--- config.mk ---
export PLATFORM = sky130hd
export DESIGN_NAME = spi_slave_responder
export DESIGN_NICKNAME = d
export VERILOG_FILES = /design/src/rtl/spi_slave_responder.sv
export SDC_FILE = /design/constraint.sdc
export NUM_CORES = 1
export LEC_CHECK = 0
export ABC_AREA = 1
export ABC_CLOCK_PERIOD_IN_PS = 1600
export CAP_MARGIN = 20
export CORE_AREA = 2 2 65 67
export DETAILED_ROUTE_END_ITERATION = 12
export DIE_AREA = 0 0 67 69
export GPL_TIMING_DRIVEN = 0
export MAX_ROUTING_LAYER = met4
export PLACE_DENSITY = 0.76
export SLEW_MARGIN = 20
export SYNTH_ARGS = -nofsm -noshare
export SYNTH_HDL_FRONTEND = slang
export SYNTH_SLANG_ARGS = --single-unit
--- constraint.sdc ---
create_clock -name clk_pi -period 1.6 [get_ports clk_pi]
set_input_delay 0.32 -clock clk_pi [delete_from_list [all_inputs] [get_ports clk_pi]]
set_output_delay 0.32 -clock clk_pi [all_outputs]
set_load 0.005 [all_outputs]
--- src/rtl/spi_slave_responder.sv ---
// Purpose : SPI mode-0 (CPOL=0, CPHA=0) MSB-first slave; drives MISO from a one-entry TX holding register, returns each received MOSI word.
// Latency : rx_valid_po pulses SYNC_STAGES+2 clk_pi cycles after the final SCLK rising edge at the pin; MISO follows an SCLK fall within SYNC_STAGES+1 cycles.
// Backpres: tx_ready_po low while the holding register is full (tx_valid_pi ignored then); RX side has no backpressure, rx_data_po is simply overwritten.
// Optional: define SPI_SLV_OVERRUN_EN to add rx_ack_pi / rx_overrun_po overrun tracking.
module spi_slave_responder #(
  parameter int unsigned           DATA_WIDTH  = 8,
  parameter int unsigned           SYNC_STAGES = 2,
  parameter logic [DATA_WIDTH-1:0] TX_IDLE     = {DATA_WIDTH{1'b1}}
) (
  input  logic                  clk_pi,
  input  logic                  rst_pi,
  input  logic                  sclk_pi,
  input  logic                  cs_n_pi,
  input  logic                  mosi_pi,
  output logic                  miso_po,
  input  logic [DATA_WIDTH-1:0] tx_data_pi,
  input  logic                  tx_valid_pi,
  output logic                  tx_ready_po,
  output logic [DATA_WIDTH-1:0] rx_data_po,
  output logic                  rx_valid_po,
`ifdef SPI_SLV_OVERRUN_EN
  input  logic                  rx_ack_pi,
  output logic                  rx_overrun_po,
`endif
  output logic                  busy_po
);

  localparam int unsigned CNT_W = $clog2(DATA_WIDTH + 1);

  typedef enum logic {
    IDLE   = 1'b0,
    ACTIVE = 1'b1
  } state_t;

  // Synchronizer chains and edge-detect delay flops
  logic [SYNC_STAGES-1:0] sclk_sync_q;
  logic [SYNC_STAGES-1:0] cs_n_sync_q;
  logic [SYNC_STAGES-1:0] mosi_sync_q;
  logic                   sclk_dly_q;
  logic                   cs_n_dly_q;

  logic sclk_s;
  logic cs_n_s;
  logic mosi_s;
  logic sclk_rise;
  logic sclk_fall;
  logic cs_fall;
  logic cs_rise;

  // Frame state
  state_t                state_q,    state_d;
  logic [CNT_W-1:0]      cnt_q,      cnt_d;
  logic [DATA_WIDTH-1:0] tx_shift_q, tx_shift_d;
  logic [DATA_WIDTH-1:0] rx_shift_q, rx_shift_d;
  logic [DATA_WIDTH-1:0] hold_q,     hold_d;
  logic                  hold_vld_q, hold_vld_d;
  logic                  rx_done_q,  rx_done_d;
  logic [DATA_WIDTH-1:0] rx_data_q,  rx_data_d;
  logic                  rx_valid_q, rx_valid_d;
  logic                  miso_q,     miso_d;

  logic                  tx_load;
  logic                  tx_wr;
  logic [DATA_WIDTH-1:0] load_word;

  // Bring the asynchronous SPI pins into clk_pi; presets match an idle bus (CS high, SCLK low)
  always_ff @(posedge clk_pi) begin
    if (rst_pi) begin
      sclk_sync_q <= '0;
      cs_n_sync_q <= '1;
      mosi_sync_q <= '0;
      sclk_dly_q  <= 1'b0;
      cs_n_dly_q  <= 1'b1;
    end else begin
      sclk_sync_q <= {sclk_sync_q[SYNC_STAGES-2:0], sclk_pi};
      cs_n_sync_q <= {cs_n_sync_q[SYNC_STAGES-2:0], cs_n_pi};
      mosi_sync_q <= {mosi_sync_q[SYNC_STAGES-2:0], mosi_pi};
      sclk_dly_q  <= sclk_sync_q[SYNC_STAGES-1];
      cs_n_dly_q  <= cs_n_sync_q[SYNC_STAGES-1];
    end
  end

  assign sclk_s    = sclk_sync_q[SYNC_STAGES-1];
  assign cs_n_s    = cs_n_sync_q[SYNC_STAGES-1];
  assign mosi_s    = mosi_sync_q[SYNC_STAGES-1];
  assign sclk_rise =  sclk_s & ~sclk_dly_q;
  assign sclk_fall = ~sclk_s &  sclk_dly_q;
  assign cs_fall   = ~cs_n_s &  cs_n_dly_q;
  assign cs_rise   =  cs_n_s & ~cs_n_dly_q;

  // A frame load takes whatever the holding register had before this cycle's write
  assign load_word = hold_vld_q ? hold_q : TX_IDLE;
  assign tx_wr     = tx_valid_pi & ~hold_vld_q;

  // State, shift and holding-register registers
  always_ff @(posedge clk_pi) begin
    if (rst_pi) begin
      state_q    <= IDLE;
      cnt_q      <= '0;
      tx_shift_q <= '0;
      rx_shift_q <= '0;
      hold_q     <= '0;
      hold_vld_q <= 1'b0;
      rx_done_q  <= 1'b0;
      rx_data_q  <= '0;
      rx_valid_q <= 1'b0;
      miso_q     <= 1'b0;
    end else begin
      state_q    <= state_d;
      cnt_q      <= cnt_d;
      tx_shift_q <= tx_shift_d;
      rx_shift_q <= rx_shift_d;
      hold_q     <= hold_d;
      hold_vld_q <= hold_vld_d;
      rx_done_q  <= rx_done_d;
      rx_data_q  <= rx_data_d;
      rx_valid_q <= rx_valid_d;
      miso_q     <= miso_d;
    end
  end

  // Frame FSM: CS edges frame the transfer, SCLK rise samples MOSI, SCLK fall advances MISO
  always_comb begin
    state_d    = state_q;
    cnt_d      = cnt_q;
    tx_shift_d = tx_shift_q;
    rx_shift_d = rx_shift_q;
    hold_d     = hold_q;
    hold_vld_d = hold_vld_q;
    rx_done_d  = 1'b0;
    tx_load    = 1'b0;

    case (state_q)
      IDLE: begin
        if (cs_fall) begin
          state_d = ACTIVE;
          tx_load = 1'b1;
          cnt_d   = '0;
        end
      end
      ACTIVE: begin
        // CS release beats any SCLK edge seen in the same cycle
        if (cs_rise) begin
          state_d = IDLE;
          cnt_d   = '0;
        end else if (sclk_rise) begin
          rx_shift_d = {rx_shift_q[DATA_WIDTH-2:0], mosi_s};
          cnt_d      = cnt_q + 1'b1;
          if (cnt_q == CNT_W'(DATA_WIDTH - 1)) begin
            rx_done_d = 1'b1;
          end
        end else if (sclk_fall) begin
          if (cnt_q == CNT_W'(DATA_WIDTH)) begin
            // Back-to-back frame: next word starts on this fall
            tx_load = 1'b1;
            cnt_d   = '0;
          end else begin
            tx_shift_d = {tx_shift_q[DATA_WIDTH-2:0], 1'b0};
          end
        end
      end
      default: begin
        state_d = IDLE;
      end
    endcase

    if (tx_load) begin
      tx_shift_d = load_word;
      hold_vld_d = 1'b0;
    end

    if (tx_wr) begin
      hold_d     = tx_data_pi;
      hold_vld_d = 1'b1;
    end

    miso_d     = (state_d == ACTIVE) ? tx_shift_d[DATA_WIDTH-1] : 1'b0;
    rx_valid_d = rx_done_q;
    rx_data_d  = rx_done_q ? rx_shift_q : rx_data_q;
  end

`ifdef SPI_SLV_OVERRUN_EN
  logic rx_pending_q, rx_pending_d;
  logic rx_overrun_q, rx_overrun_d;

  // Overrun flags: pending tracks an unacknowledged word, overrun is sticky until acked
  always_ff @(posedge clk_pi) begin
    if (rst_pi) begin
      rx_pending_q <= 1'b0;
      rx_overrun_q <= 1'b0;
    end else begin
      rx_pending_q <= rx_pending_d;
      rx_overrun_q <= rx_overrun_d;
    end
  end

  // A completion while a word is still pending sets overrun; ack clears only in a quiet cycle
  always_comb begin
    rx_pending_d = rx_pending_q;
    rx_overrun_d = rx_overrun_q;
    if (rx_valid_q) begin
      rx_pending_d = 1'b1;
    end else if (rx_ack_pi) begin
      rx_pending_d = 1'b0;
    end
    if (rx_done_q && rx_pending_q) begin
      rx_overrun_d = 1'b1;
    end else if (rx_ack_pi && !rx_done_q) begin
      rx_overrun_d = 1'b0;
    end
  end

  assign rx_overrun_po = rx_overrun_q;
`endif

  assign miso_po     = miso_q;
  assign tx_ready_po = ~hold_vld_q;
  assign rx_data_po  = rx_data_q;
  assign rx_valid_po = rx_valid_q;
  assign busy_po     = (state_q == ACTIVE);

endmodule

# Yosys cells after proc, flatten, opt, wreduce, memory -nomap -nowiden
# Cells that the tools add are included.
[word_totals]
ff_bits = 49
output_inout_bits = 12
input_bits = 14
[op_classes]
n_reduce_logical = 8
muxes = 24
n_addsub = 1
n_bitwise = 14
n_eq_ne = 8
[ops]
columns = ["op", "count"]
rows = [
  ["2-to-1 mux 8 bit", 7],
  ["2-to-1 mux 4 bit", 5],
  ["2-to-1 mux 1 bit", 9],
  ["NOT 1 bit", 9],
  ["one-hot mux 4 bit (2 select lines)", 1],
  ["AND reduction 3 bit", 2],
  ["nonzero test 2 bit", 3],
  ["AND 1 bit", 5],
  ["AND reduction 5 bit", 1],
  ["adder 4 x 1 -> 4 bit, second input constant", 1],
  ["equality test 4 x 3 -> 1 bit, second input constant", 1],
  ["equality test 4 bit, second input constant", 1],
  ["!= test 2 x 1 -> 1 bit, second input constant", 2],
  ["!= test 2 bit, second input constant", 2],
  ["!= test 4 x 3 -> 1 bit, second input constant", 1],
  ["!= test 4 bit, second input constant", 1],
  ["one-hot mux 1 bit (2 select lines)", 2],
  ["OR reduction 4 bit", 1],
  ["OR reduction 2 bit", 1],
]

# Longest topological paths before layout
[depth]
depth_word = 8
depth_mapped = 10

# Worst setup path before layout
# OpenSTA, ideal clock, no wires.
[synth_timing]
path_kind = "reg2reg"
start = "register cnt_q[0]"
end = "register tx_shift_q[3]"
t_required_ns = 1.489
stages_incl_launch_ff = 10
t_arrival_ns = 1.214
setup_ns = 0.111
setup_slack_ns = 0.274
cell_sequence = "dfxtp_1 > inv_1 > ha_1 > nand3_2 > nor2_4 > nand2_4 > nand3_2 > inv_2 > nor2_1 > nor2_1"
[synth_via]
elab_chain_cells = 8
elab_cells_between_ends = 13
classes_between = "eq/ne (4); mux (6); reduce/logical (3)"
[synth_rtl]
columns = ["element", "line", "text"]
rows = [
  ["start, declared", "52", "logic [CNT_W-1:0] cnt_q, cnt_d;"],
  ["start signal, assigned", "110", "cnt_q <= cnt_d;"],
  ["equality test 4 bit *", "153", "if (cnt_q == CNT_W'(DATA_WIDTH)) begin"],
  ["2-to-1 mux 1 bit", "153", ""],
  ["2-to-1 mux 1 bit", "152", "end else if (sclk_fall) begin"],
  ["2-to-1 mux 1 bit", "146", "end else if (sclk_rise) begin"],
  ["2-to-1 mux 1 bit", "143", "if (cs_rise) begin"],
  ["one-hot mux 1 bit (2 select lines)", "133", "case (state_q)"],
  ["!= test 2 bit (no source line), or another cell as far along", "--", ""],
  ["AND reduction 5 bit (no source line)", "--", ""],
  ["end signal, assigned", "111", "tx_shift_q <= tx_shift_d;"],
  ["end, declared", "53", "logic [DATA_WIDTH-1:0] tx_shift_q, tx_shift_d;"],
]
# Mark *: on every way between the ends. The rest lies on a longest branch, timed or not.
# A chain may end at the register's enable or synchronous reset.

# Worst setup path after layout
[layout_timing]
start = "register state_q, in the netlist busy_po"
end = "output busy_po"
[layout_rtl]
columns = ["element", "line", "text"]
rows = [
  ["start, declared", "51", "state_t state_q, state_d;"],
  ["start signal, assigned", "109", "state_q <= state_d;"],
  ["end, declared", "25", "output logic busy_po"],
]
# No word-level cell between the ends.

==> results.toml <==
[outcome]
outcome = "complete, no violations"

[hold_path]
holdPathEnd = "cnt_q[1]$_SDFFE_PP0P_"
min_from = "rst_pi"
hp-class = "in -> reg"
min_path_cells = 2

[drt]
vias_per_cell = 4.99
drt_iter0_markers = 108
post-route-drc-count = 0
ant_nets = 0
wl_per_cell_um = 11.1
wl_um = 3960
vias = 1787
dr.pass1.iters = 4

[pwr]
ir_drop_mv = 0.588
p_switching_mw = 0.582
switching_share_pct = 25.8
p_leak_nw = 1.09
p_int_mw = 1.67
p_clk_share_pct = 33.5
p_per_area_nw_per_um2 = 907
p_comb_share_pct = 9.4
pwr-share-seq_pct = 57.1
power.total_mw = 2.25

[synth]
yosysTopAreaCell = "dfxtp_1"
synth_edf_count = 0
ys_top_cells_by_area = "dfxtp_1 (48%), nor2_1 (12%), nand2_1 (8.4%)"
synth_top_area_share_pct = 47.8
syn_nets = 290
synthCells = 274
synth_cell_types = 25
synth-seq-cells = 49
ys_seq_area_share_pct = 47.8
yosys_warnings = 0
syn_area_per_cell_um2 = 7.48
synthFlopType = "dfxtp_1"
synth_async_sr_flop_share_pct = 0
synth_area_um2 = 2050

[global_routing]
grt_max_degree = 18
grt_pass1_vias = 1590
overflow = 0
grt_use_total_pct = 19.3
antenna_found_initial = 0
grt_pass1_wl_um = 6780

[floorplan]
io_pins = 26
die_h_um = 69
rows = 23
die-area_um2 = 4620
core_region_area_um2 = 3910
initial_utilization_pct = 52.4
dieWidth_um = 67

[critical_path]
r2r_end = "tx_shift_q[7]$_SDFF_PP0_"
critPathMaxStageDelay_ns = 0.51
path_buf_inv = 1
critPathSlowestCell = "clkdlybuf4s50_1"
required_ns = 1.28
cp_cell_sequence = "clkdlybuf4s50_1"
critPathKind = "reg -> out"
crit_family = "buffers and inverters"
worstSetupEndpointType = "primary output"
critPathMaxFanout = 7
start_kind = "flop"
rr_startpoint = "cnt_q[0]$_SDFFE_PP0P_"
reg2reg_slack_ns = 0.13
arrival_ns = 1.21
reg2reg_depth = 9

[placement]
dpl_cell_area_um2 = 2350
port_buffers = 24
gp_congestion = 0.799
dp_hpwl_um = 2810

[finish]
area_growth_pct = 21.1
final_cell_area_um2 = 2480
nNetsFinal = 323
diodes = 0
fill_cells = 364
fin_util_pct = 63.5
drive_above_1_share_pct = 11.7

[clock_network]
clockBufferDepth = 2
clk_pin_slew_ns = 0.09
cts.sinks = 49
cts_max_level = 2
numCtsBuffers = 5
insertion_delay_ns = 0.31
cts_tree = "yes"
cts_root_buffer = "clkbuf_8"

[sta]
rsz0062_at_grt = "no"
whs_ns = 0.388
slew_headroom_pct = 65.6
hold_violations = 0
slew_violations = 0
max_freq_mhz = 653
setup_viol = 0
finalCritPeriodShare_pct = 95.8
min_period_ns = 1.53
worst_clock_skew_ns = 0.0113
worstMarginPinSlew_ns = 0.517

[job]
cap_viol_max_count = 0
## worst max path at each step
stage	startpoint	end	slack [ns]	cells after the start
4_1_cts	hold_vld_q$_SDFFE_PP0P_	tx_ready_po	-0.008	2
3_5_place_dp	cnt_q[0]$_SDFFE_PP0P_	tx_shift_q[7]$_SDFF_PP0_	0.08	9
3_3_place_gp	cnt_q[0]$_SDFFE_PP0P_	tx_shift_q[6]$_SDFFE_PP0P_	0.13	9
6_report	busy_po$_SDFF_PP0_	busy_po	0.07	1
2_1_floorplan	cnt_q[0]$_SDFFE_PP0P_	tx_shift_q[3]$_SDFFE_PP0P_	0.27	9
5_1_grt	cnt_q[0]$_SDFFE_PP0P_	tx_shift_q[6]$_SDFFE_PP0P_	0.007	9
## per-stage QoR
stage	worst slack [ns]	cells	TNS (ns)
5_1_grt	0.00674	358	0
3_5_place_dp	0.0799	348	0
2_1_floorplan	0.274	274	0
6_report	0.0676	358	0
4_1_cts	-0.00846	356	-0.00846
3_3_place_gp	0.130	348	0
## layer usage
| metal | part of all wire [%] | up-vias | GRT usage (%) | routed length [um] |
|---|---|---|---|---|
| li1 | - | 927 | - | - |
| met1 | 46 | 824 | 23.2 | 1820 |
| met2 | 47 | 28 | 29.5 | 1880 |
| met3 | 4.0 | 8 | 5.22 | 160 |
| met4 | 2.7 | 0 | 9.30 | 106 |
| met5 | 0 | - | - | 0 |
## layout by cell type (no fill, tap or decap), types with 3 or more instances in the layout
| cell | Yosys | final |
|---|---|---|
| nand2_4 | 3 | 3 |
| inv_2 | 4 | 4 |
| inv_1 | 29 | 28 |
| nor2_4 | 4 | 4 |
| o21ai_0 | 24 | 24 |
| nand4_1 | 12 | 12 |
| nor2_1 | 67 | 67 |
| clkbuf_8 | 0 | 5 |
| nand3_1 | 4 | 4 |
| clkbuf_1 | 5 | 5 |
| clkdlybuf4s50_1 | 0 | 23 |
| a21oi_1 | 10 | 10 |
| dfxtp_1 | 49 | 46 |
| nand2_1 | 46 | 46 |
## registers in the layout (all words and copies together) (netlist names), 2 cells and up
| register | flops |
|---|---|
| cs_n_sync_q | 2 |
| tx_shift_q | 8 |
| rx_shift_q | 8 |
| sclk_sync_q | 2 |
| hold_q | 8 |
| cnt_q | 4 |
| mosi_sync_q | 2 |
| rx_data_po | 8 |
## cell usage after synthesis, types with 2 or more instances
library cell and number:
nand3_1 4, nor2_4 4, nand2_4 3, nor2_1 67
inv_2 4, nand2_1 46, clkbuf_1 5, nand4_1 12
o21ai_0 24, or2_2 2, a21oi_1 10, ha_1 2
inv_1 29, dfxtp_1 49, nand3_2 3
## layout make-up
type | instances | area [um2] | area share [%]
Clock inverter | 3 | 25.0 | 1.01
Buffer | 6 | 23.8 | 0.957
Timing Repair Buffer | 26 | 258 | 10.4
Multi-Input combinational cell | 185 | 926 | 37.3
Clock buffer | 5 | 68.8 | 2.77
Inverter | 34 | 130 | 5.24
Sequential cell | 49 | 990 | 39.8
Tap cell | 50 | 62.6 | 2.52
## repair_timing
item	4_1_cts	5_1_grt
gates cloned	0	0
setup endpoints to repair	2	11
buffers inserted	0	2
resized for setup	3	6
hold buffers	0	0
pin swaps	0	1
## logic make-up (layout without fill, tap and decap cells)
kind of cell,Yosys count,in the layout,synth area share (%)
adder cells (fa/ha/maj),2,2,1.22
XOR/XNOR,1,1,0.427
flip-flops,49,49,47.8
AND/OR/NAND/NOR,145,145,33.6
buffers and inverters,40,74,7.38
AO/OA/AOI/OAI,37,37,9.52
## power groups by stage
stage          combinational (mW)  clock (mW)  sequential, mW
4_1_cts                     0.210       0.775            1.29
5_1_grt                     0.238       0.827            1.29
3_5_place_dp                0.208           0            1.31
2_1_floorplan               0.140           0            1.31
6_report                    0.212       0.755            1.28
3_3_place_gp                0.205           0            1.31
Power figures use the tool's default switching activity.
